**config.mk**
```make
export PLATFORM = sky130hd
export DESIGN_NAME = wb_cmd_master_flat
export DESIGN_NICKNAME = d
export VERILOG_FILES = /design/src/rtl/wb_pkg.sv /design/src/rtl/wb_cmd_master_if.sv /design/src/rtl/wb_cmd_fifo.sv /design/src/rtl/wb_cmd_master.sv /design/src/flat_wrapper.sv
export SDC_FILE = /design/constraint.sdc
export NUM_CORES = 1
export LEC_CHECK = 0
export ABC_AREA = 1
export ABC_CLOCK_PERIOD_IN_PS = 2200
export CAP_MARGIN = 25
export CORE_UTILIZATION = 45
export DETAILED_ROUTE_END_ITERATION = 16
export DONT_BUFFER_PORTS = 1
export PLACE_DENSITY = 0.57
export SLEW_MARGIN = 0
export SYNTH_ARGS = -nofsm -noshare
export SYNTH_HDL_FRONTEND = slang
export SYNTH_SLANG_ARGS = --single-unit
```
**constraint.sdc**
```tcl
create_clock -name clk -period 2.2 [get_ports clk]
set_input_delay 0.33 -clock clk [delete_from_list [all_inputs] [get_ports clk]]
set_output_delay 0.33 -clock clk [all_outputs]
set_load 0.005 [all_outputs]
```
**src/rtl/wb_pkg.sv**
```systemverilog
// Shared types for the command-driven strobe/ack bus master.
// The default bus widths size the command entry buffered ahead of the bus FSM.
package wb_pkg;

    localparam int AW_DEF = 8;
    localparam int DW_DEF = 8;

    typedef enum logic [1:0] {
        IDLE,
        ISSUE,
        RESP
    } state_t;

    typedef struct packed {
        logic              we;
        logic [AW_DEF-1:0] addr;
        logic [DW_DEF-1:0] wdata;
    } cmd_t;

endpackage

```
**src/rtl/wb_cmd_master_if.sv**
```systemverilog
// Command, response and bus signals of wb_cmd_master in one bundle.
// The master modport is the DUT view; the slave modport is the environment view.
interface wb_cmd_master_if
    import wb_pkg::*;
#(
    parameter int AW = AW_DEF,
    parameter int DW = DW_DEF
);
    logic          cmd_valid;
    logic          cmd_ready;
    logic          cmd_we;
    logic [AW-1:0] cmd_addr;
    logic [DW-1:0] cmd_wdata;
    logic          rsp_valid;
    logic          rsp_ready;
    logic          rsp_we;
    logic [DW-1:0] rsp_rdata;
    logic          rsp_err;
    logic          we;
    logic          strb;
    logic [AW-1:0] addr;
    logic [DW-1:0] wdata;
    logic [DW-1:0] rdata;
    logic          ack;
    logic          busy;

    modport master (
        input  cmd_valid, cmd_we, cmd_addr, cmd_wdata, rsp_ready, rdata, ack,
        output cmd_ready, rsp_valid, rsp_we, rsp_rdata, rsp_err,
               we, strb, addr, wdata, busy
    );

    modport slave (
        output cmd_valid, cmd_we, cmd_addr, cmd_wdata, rsp_ready, rdata, ack,
        input  cmd_ready, rsp_valid, rsp_we, rsp_rdata, rsp_err,
               we, strb, addr, wdata, busy
    );

endinterface

```
**src/rtl/wb_cmd_fifo.sv**
```systemverilog
// Circular command buffer; a push becomes visible at head one cycle later (no bypass).
// A push while full is dropped even if a pop happens in the same cycle.
module wb_cmd_fifo
    import wb_pkg::*;
#(
    parameter int  DEPTH   = 4,
    parameter type entry_t = cmd_t
)(
    input  logic   clk,
    input  logic   rst,
    input  logic   push,
    input  entry_t data,
    input  logic   pop,
    output logic   full,
    output logic   empty,
    output entry_t head
);
    localparam int PW = $clog2(DEPTH);

    entry_t        mem [DEPTH];
    logic [PW-1:0] wr_ptr;
    logic [PW-1:0] rd_ptr;
    logic [PW:0]   count;
    logic          do_push;
    logic          do_pop;

    assign full    = (count == (PW+1)'(DEPTH));
    assign empty   = (count == '0);
    assign do_push = push && !full;
    assign do_pop  = pop && !empty;
    assign head    = mem[rd_ptr];

    always_ff @(posedge clk or negedge rst) begin
        if (!rst) begin
            wr_ptr <= '0;
            rd_ptr <= '0;
            count  <= '0;
        end else begin
            if (do_push) wr_ptr <= wr_ptr + PW'(1);
            if (do_pop)  rd_ptr <= rd_ptr + PW'(1);
            if (do_push && !do_pop)      count <= count + (PW+1)'(1);
            else if (do_pop && !do_push) count <= count - (PW+1)'(1);
        end
    end

    // Storage carries no reset; validity is tracked entirely by count.
    always_ff @(posedge clk) begin
        if (do_push) mem[wr_ptr] <= data;
    end

endmodule

```
**src/rtl/wb_cmd_master.sv**
```systemverilog
// Buffers commands, runs them one at a time on the strobe/ack bus with a timeout, returns in-order responses.
// Strobe rises one cycle after the pop; a stalled response holds the FSM in RESP while the FIFO keeps filling.
module wb_cmd_master
    import wb_pkg::*;
#(
    parameter int AW      = AW_DEF,
    parameter int DW      = DW_DEF,
    parameter int DEPTH   = 4,
    parameter int TIMEOUT = 16
)(
    input  logic             clk,
    input  logic             rst,
    wb_cmd_master_if.master  bus
);
    localparam int            CW       = $clog2(TIMEOUT);
    localparam logic [CW-1:0] CNT_LAST = CW'(TIMEOUT - 1);

    typedef struct packed {
        logic          we;
        logic [AW-1:0] addr;
        logic [DW-1:0] wdata;
    } entry_t;

    state_t        state_q, state_d;
    logic [CW-1:0] cnt_q, cnt_d;
    logic          strb_q, strb_d;
    logic          we_q, we_d;
    logic [AW-1:0] addr_q, addr_d;
    logic [DW-1:0] wdata_q, wdata_d;
    logic          rsp_valid_q, rsp_valid_d;
    logic          rsp_we_q, rsp_we_d;
    logic [DW-1:0] rsp_rdata_q, rsp_rdata_d;
    logic          rsp_err_q, rsp_err_d;

    logic   fifo_full;
    logic   fifo_empty;
    logic   fifo_pop;
    entry_t fifo_in;
    entry_t fifo_head;

    assign fifo_in = '{we: bus.cmd_we, addr: bus.cmd_addr, wdata: bus.cmd_wdata};

    wb_cmd_fifo #(
        .DEPTH   (DEPTH),
        .entry_t (entry_t)
    ) u_fifo (
        .clk   (clk),
        .rst   (rst),
        .push  (bus.cmd_valid),
        .data  (fifo_in),
        .pop   (fifo_pop),
        .full  (fifo_full),
        .empty (fifo_empty),
        .head  (fifo_head)
    );

    always_comb begin
        state_d     = state_q;
        cnt_d       = cnt_q;
        strb_d      = strb_q;
        we_d        = we_q;
        addr_d      = addr_q;
        wdata_d     = wdata_q;
        rsp_valid_d = rsp_valid_q;
        rsp_we_d    = rsp_we_q;
        rsp_rdata_d = rsp_rdata_q;
        rsp_err_d   = rsp_err_q;
        fifo_pop    = 1'b0;
        case (state_q)
            IDLE: begin
                if (!fifo_empty) begin
                    fifo_pop = 1'b1;
                    we_d     = fifo_head.we;
                    addr_d   = fifo_head.addr;
                    wdata_d  = fifo_head.wdata;
                    strb_d   = 1'b1;
                    cnt_d    = '0;
                    state_d  = ISSUE;
                end
            end
            ISSUE: begin
                // Ack wins over a timeout landing in the same cycle.
                if (bus.ack) begin
                    strb_d      = 1'b0;
                    rsp_valid_d = 1'b1;
                    rsp_we_d    = we_q;
                    rsp_rdata_d = we_q ? '0 : bus.rdata;
                    rsp_err_d   = 1'b0;
                    state_d     = RESP;
                end else if (cnt_q == CNT_LAST) begin
                    strb_d      = 1'b0;
                    rsp_valid_d = 1'b1;
                    rsp_we_d    = we_q;
                    rsp_rdata_d = '0;
                    rsp_err_d   = 1'b1;
                    state_d     = RESP;
                end else begin
                    cnt_d = cnt_q + CW'(1);
                end
            end
            RESP: begin
                // Returning through IDLE guarantees a strobe-low cycle before the next command.
                if (bus.rsp_ready) begin
                    rsp_valid_d = 1'b0;
                    state_d     = IDLE;
                end
            end
            default: state_d = IDLE;
        endcase
    end

    always_ff @(posedge clk or negedge rst) begin
        if (!rst) begin
            state_q     <= IDLE;
            cnt_q       <= '0;
            strb_q      <= 1'b0;
            we_q        <= 1'b0;
            addr_q      <= '0;
            wdata_q     <= '0;
            rsp_valid_q <= 1'b0;
            rsp_we_q    <= 1'b0;
            rsp_rdata_q <= '0;
            rsp_err_q   <= 1'b0;
        end else begin
            state_q     <= state_d;
            cnt_q       <= cnt_d;
            strb_q      <= strb_d;
            we_q        <= we_d;
            addr_q      <= addr_d;
            wdata_q     <= wdata_d;
            rsp_valid_q <= rsp_valid_d;
            rsp_we_q    <= rsp_we_d;
            rsp_rdata_q <= rsp_rdata_d;
            rsp_err_q   <= rsp_err_d;
        end
    end

    assign bus.cmd_ready = !fifo_full;
    assign bus.strb      = strb_q;
    assign bus.we        = we_q;
    assign bus.addr      = addr_q;
    assign bus.wdata     = wdata_q;
    assign bus.rsp_valid = rsp_valid_q;
    assign bus.rsp_we    = rsp_we_q;
    assign bus.rsp_rdata = rsp_rdata_q;
    assign bus.rsp_err   = rsp_err_q;
    assign bus.busy      = !fifo_empty || (state_q != IDLE);

endmodule

```
**src/flat_wrapper.sv**
```systemverilog
// flat-port wrapper written by rule: the top's interface ports become plain ports
module wb_cmd_master_flat import wb_pkg::*;
#(
    parameter int AW      = AW_DEF,
    parameter int DW      = DW_DEF,
    parameter int DEPTH   = 4,
    parameter int TIMEOUT = 16
)
  (clk, rst, bus_cmd_valid, bus_cmd_we, bus_cmd_addr, bus_cmd_wdata, bus_rsp_ready, bus_rdata, bus_ack, bus_cmd_ready, bus_rsp_valid, bus_rsp_we, bus_rsp_rdata, bus_rsp_err, bus_we, bus_strb, bus_addr, bus_wdata, bus_busy);
  wb_cmd_master_if #(.AW(AW), .DW(DW)) bus_i ();
  input  logic clk;
  input  logic rst;
  input wire logic [$bits(bus_i.cmd_valid)-1:0] bus_cmd_valid;
  input wire logic [$bits(bus_i.cmd_we)-1:0] bus_cmd_we;
  input wire logic [$bits(bus_i.cmd_addr)-1:0] bus_cmd_addr;
  input wire logic [$bits(bus_i.cmd_wdata)-1:0] bus_cmd_wdata;
  input wire logic [$bits(bus_i.rsp_ready)-1:0] bus_rsp_ready;
  input wire logic [$bits(bus_i.rdata)-1:0] bus_rdata;
  input wire logic [$bits(bus_i.ack)-1:0] bus_ack;
  output wire logic [$bits(bus_i.cmd_ready)-1:0] bus_cmd_ready;
  output wire logic [$bits(bus_i.rsp_valid)-1:0] bus_rsp_valid;
  output wire logic [$bits(bus_i.rsp_we)-1:0] bus_rsp_we;
  output wire logic [$bits(bus_i.rsp_rdata)-1:0] bus_rsp_rdata;
  output wire logic [$bits(bus_i.rsp_err)-1:0] bus_rsp_err;
  output wire logic [$bits(bus_i.we)-1:0] bus_we;
  output wire logic [$bits(bus_i.strb)-1:0] bus_strb;
  output wire logic [$bits(bus_i.addr)-1:0] bus_addr;
  output wire logic [$bits(bus_i.wdata)-1:0] bus_wdata;
  output wire logic [$bits(bus_i.busy)-1:0] bus_busy;
  assign bus_i.cmd_valid = bus_cmd_valid;
  assign bus_i.cmd_we = bus_cmd_we;
  assign bus_i.cmd_addr = bus_cmd_addr;
  assign bus_i.cmd_wdata = bus_cmd_wdata;
  assign bus_i.rsp_ready = bus_rsp_ready;
  assign bus_i.rdata = bus_rdata;
  assign bus_i.ack = bus_ack;
  assign bus_cmd_ready = bus_i.cmd_ready;
  assign bus_rsp_valid = bus_i.rsp_valid;
  assign bus_rsp_we = bus_i.rsp_we;
  assign bus_rsp_rdata = bus_i.rsp_rdata;
  assign bus_rsp_err = bus_i.rsp_err;
  assign bus_we = bus_i.we;
  assign bus_strb = bus_i.strb;
  assign bus_addr = bus_i.addr;
  assign bus_wdata = bus_i.wdata;
  assign bus_busy = bus_i.busy;
  wb_cmd_master #(.AW(AW), .DW(DW), .DEPTH(DEPTH), .TIMEOUT(TIMEOUT)) u_core (.clk(clk), .rst(rst), .bus(bus_i));
endmodule
```
==> flow_summary_export.csv <==
group,metric,value,unit
worst_setup_path,worstSetupEndpointType,"flip-flop",
placement,io_buffers,0,
clock_network,cts_htree_levels,3,
global_routing,grt_antenna_before_repair,0,
global_routing,largest_net_degree_at_the_start_of_global_routing,43,
worst_setup_path,critical_path.max_fanout,7,
yosys,ys_top_cells_by_count,"sky130_fd_sc_hd__nand2_1 (179), sky130_fd_sc_hd__inv_1 (86), sky130_fd_sc_hd__edfxtp_1 (68)",
hold_path,min-delay-path-class,"in -> reg",
floorplan,dieArea,10900,um^2
yosys,synth_top_area_cell,"sky130_fd_sc_hd__edfxtp_1",
layout,ant_diodes,0,
worst_setup_path,cp_data_required_time,2.47,ns
clock_network,number_of_buffers_between_clock_root_and_the_deepest_sink,2,
worst_setup_path,r2r-end,"u_core.u_fifo.count[1]",
timing,final_hold_viol_count,0,
layout,layout-drive-gt1-share,0.0592,
layout,area.growth.synth_to_final,7.27,%
pwr,vdd_drop_max,595,uV
worst_setup_path,timing.rr.start,"u_core.u_fifo.count[1]",
yosys,postSynth.topFlopCell,"sky130_fd_sc_hd__edfxtp_1",
layout,num-fill-cells,945,
yosys,synth_seq_cells,110,
timing,post-route-min-period,1.97,ns
floorplan,floorplan.rows,37,
worst_setup_path,worst-r2r-setup-slack,0.23,ns
global_routing,first_pass_grt_wire_length,15000,um
yosys,synth_area_leaders,"sky130_fd_sc_hd__edfxtp_1 (43%), sky130_fd_sc_hd__dfrtp_1 (22%), sky130_fd_sc_hd__nand2_1 (14%), sky130_fd_sc_hd__inv_1 (6.8%), sky130_fd_sc_hd__nand3_1 (5.6%)",
timing,final_max_slew_viol_count,0,
worst_setup_path,critPathMostFrequentCell,"sky130_fd_sc_hd__nand2_1",
clock_network,cts.repair_timing.setup_buffer_count,0,
global_routing,first_global_vias,2933,
global_routing,global_route.overflow_total,0,
timing,finish_stage_setup_viols,0,
yosys,yosysMostFrequentCell,"sky130_fd_sc_hd__nand2_1",
outcome,status,"finished clean",
global_routing,global_route.usage.total,0.182,
timing,tightest_slew,0.655,ns
worst_setup_path,worst_r2r_path_depth,9,
routing,final_antenna_net_count,0,
yosys,ys_types,24,
yosys,synthesis.area_per_instance,9.88,um^2
clock_network,cts_tree,"done",
worst_setup_path,timing.critical_path.slowest_stage_cell,"sky130_fd_sc_hd__dfrtp_1",
timing,timing.final.ws_setup,0.228,ns
worst_setup_path,worst_setup_path_startpoint,"u_core.u_fifo.count[1]",
floorplan,die_w,105,um
yosys,postSynthCellCount,479,
yosys,syn_area,4730,um^2
timing,share_of_the_clock_period_used_by_the_worst_path_after_layout,0.896,
pwr,static_leak,2.47,nW
timing,relSlewSlack,0.561,
routing,wl_per_cell,14.4,um
timing,clock_skew,0.00932,ns
routing,via_per_inst,4.69,
yosys,ys_warn_count,0,
yosys,synth_enable_flop_cells,68,
routing,route.detailed.drc,0,
floorplan,die_height,105,um
yosys,async_flop_share,0.382,
routing,route.vias.total,2936,
floorplan,core_area,10300,um^2
clock_network,cts.clk_slew.worst_paths,0.10,ns
clock_network,clk_latency,0.38,ns
worst_setup_path,setup.worst_path.class,"reg -> reg",
timing,fmaxAchievable,507,MHz
layout,finish.net_count,522,
timing,final.setup.tns,0,ns
routing,wl,9030,um
pwr,total_power_per_unit_cell_area,1330,nW/um^2
worst_setup_path,timing.critical_path.slowest_cell_delay,0.43,ns
yosys,synth_seq_area_share,0.653,
routing,router_iterations_before_antenna_repair,4,
placement,place_congestion,0.717,
floorplan,initial_cell_density_of_the_core,0.461,
floorplan,io_pins,61,
clock_network,cts.root.buffer_cell,"sky130_fd_sc_hd__clkbuf_8",
yosys,synth_nets,516,
job,max_cap_viol_count,0,
timing,rsz0062_at_grt,"false",
placement,detailed_place_hpwl,5370,um
hold_path,hold_start,"bus_rsp_ready",
clock_network,cts.sinks,110,
clock_network,tritoncts_buffers,9,
worst_setup_path,crit_path_cell_trace,"nor2_2, nand2_1, nand2_1, inv_1, ha_1, inv_1, fa_1, nand2_1, nand2_1",
worst_setup_path,crit_path_end,"u_core.u_fifo.count[1]",
worst_setup_path,timing.critical_path.from_type,"flip-flop",
routing,initialDrtViolationCount,203,
clock_network,post_cts.resized_instances,0,
placement,detailedPlace.worstSlack,0.253,ns
yosys,synth_top_area_frac,0.431,
clock_network,cts.hold.buffers_added,2,
worst_setup_path,arrival,2.24,ns
area by class of cell:
cell class	instances	area [um^2]	share of cell area
repair buffers	9	90.1	0.0177
clock inverters	4	48.8	0.00961
inverters	91	344	0.0678
well taps	136	170	0.0335
multi-input cells	264	1200	0.236
clock buffers	12	135	0.0266
flip-flops and latches	110	3090	0.609
layer usage:
layer / share of wire / vias to the layer above / track usage
met5: 0 / - / 0
met4: 0.014 / 0 / 0.0644
met3: 0.057 / 11 / 0.0580
met2: 0.47 / 74 / 0.290
met1: 0.46 / 1360 / 0.235
li1: - / 1491 / -
report_power, final:
| part | switching (W) | internal, W | total [W] | leakage (nW) |
|---|---|---|---|---|
| Combinational | 0.00160 | 0.000733 | 0.00234 | 1.23 |
| Sequential | 0.000358 | 0.00284 | 0.00320 | 1.15 |
| Clock | 0.000670 | 0.000528 | 0.00120 | 0.0943 |
metrics by stage:
step           hold slack, ns  utilization  total power [W]  instances  cell area, um^2
4_1_cts                0.0180        0.494          0.00682        626             5080
2_1_floorplan          0.0344            -          0.00504        479             4730
5_1_grt                0.0124        0.494          0.00730        626             5080
3_5_place_dp           0.0355        0.473          0.00560        608             4860
6_report               0.0361        0.494          0.00674        626             5080
3_3_place_gp           0.0353        0.473          0.00553        608             4860
critical path: cells and delay by family, from the launching register on:
kind	cells	cell delay, ns
AND/OR/NAND/NOR	5	0.62
adder cells (fa/ha/maj)	2	0.63
buffers and inverters	2	0.19
flip-flops	1	0.43
cells in the final DEF, fill, tap and decap left out, drive strengths merged, types with 5 or more instances in the layout:
| master | n |
|---|---|
| dfrtp | 42 |
| buf | 8 |
| clkbuf | 12 |
| nand3 | 53 |
| inv | 89 |
| ha | 6 |
| edfxtp | 68 |
| nor2 | 10 |
| nand2 | 180 |
| clkinv | 5 |
how the worst min path moves through the flow:
| stage | end | slack [ns] | cells past startpoint |
|---|---|---|---|
| 2_1_floorplan | u_core.bus.addr[0] | 0.03 | 0 |
| 3_3_place_gp | u_core.cnt_q[2] | 0.04 | 0 |
| 3_5_place_dp | u_core.cnt_q[2] | 0.04 | 0 |
| 4_1_cts | u_core.state_q[1] | 0.02 | 1 |
| 5_1_grt | u_core.u_fifo.mem[3][1] | 0.01 | 0 |
| 6_report | u_core.state_q[1] | 0.04 | 1 |
registers in the layout, summed over array words and instances (netlist names):
register and count:
u_core.state_q 2, u_core.u_fifo.count 3, u_core.u_fifo.wr_ptr 2, u_core.bus.addr 8
u_core.bus.rsp_rdata 8, u_core.bus.wdata 8, u_core.u_fifo.rd_ptr 2, u_core.u_fifo.mem 68
u_core.bus.rsp_valid 1, u_core.bus.rsp_we 1, u_core.bus.strb 1, u_core.cnt_q 4
u_core.bus.rsp_err 1, u_core.bus.we 1
logic make-up after synthesis:
kind of cell / count (synthesis) / share of synthesized area
flip-flops: 110 / 0.653
adder cells (fa/ha/maj): 7 / 0.0201
XOR/XNOR: 6 / 0.0111
AND/OR/NAND/NOR: 246 / 0.216
AO/OA/AOI/OAI: 5 / 0.00581
buffers and inverters: 105 / 0.0938
No activity file was read; power rests on OpenSTA's default activity.
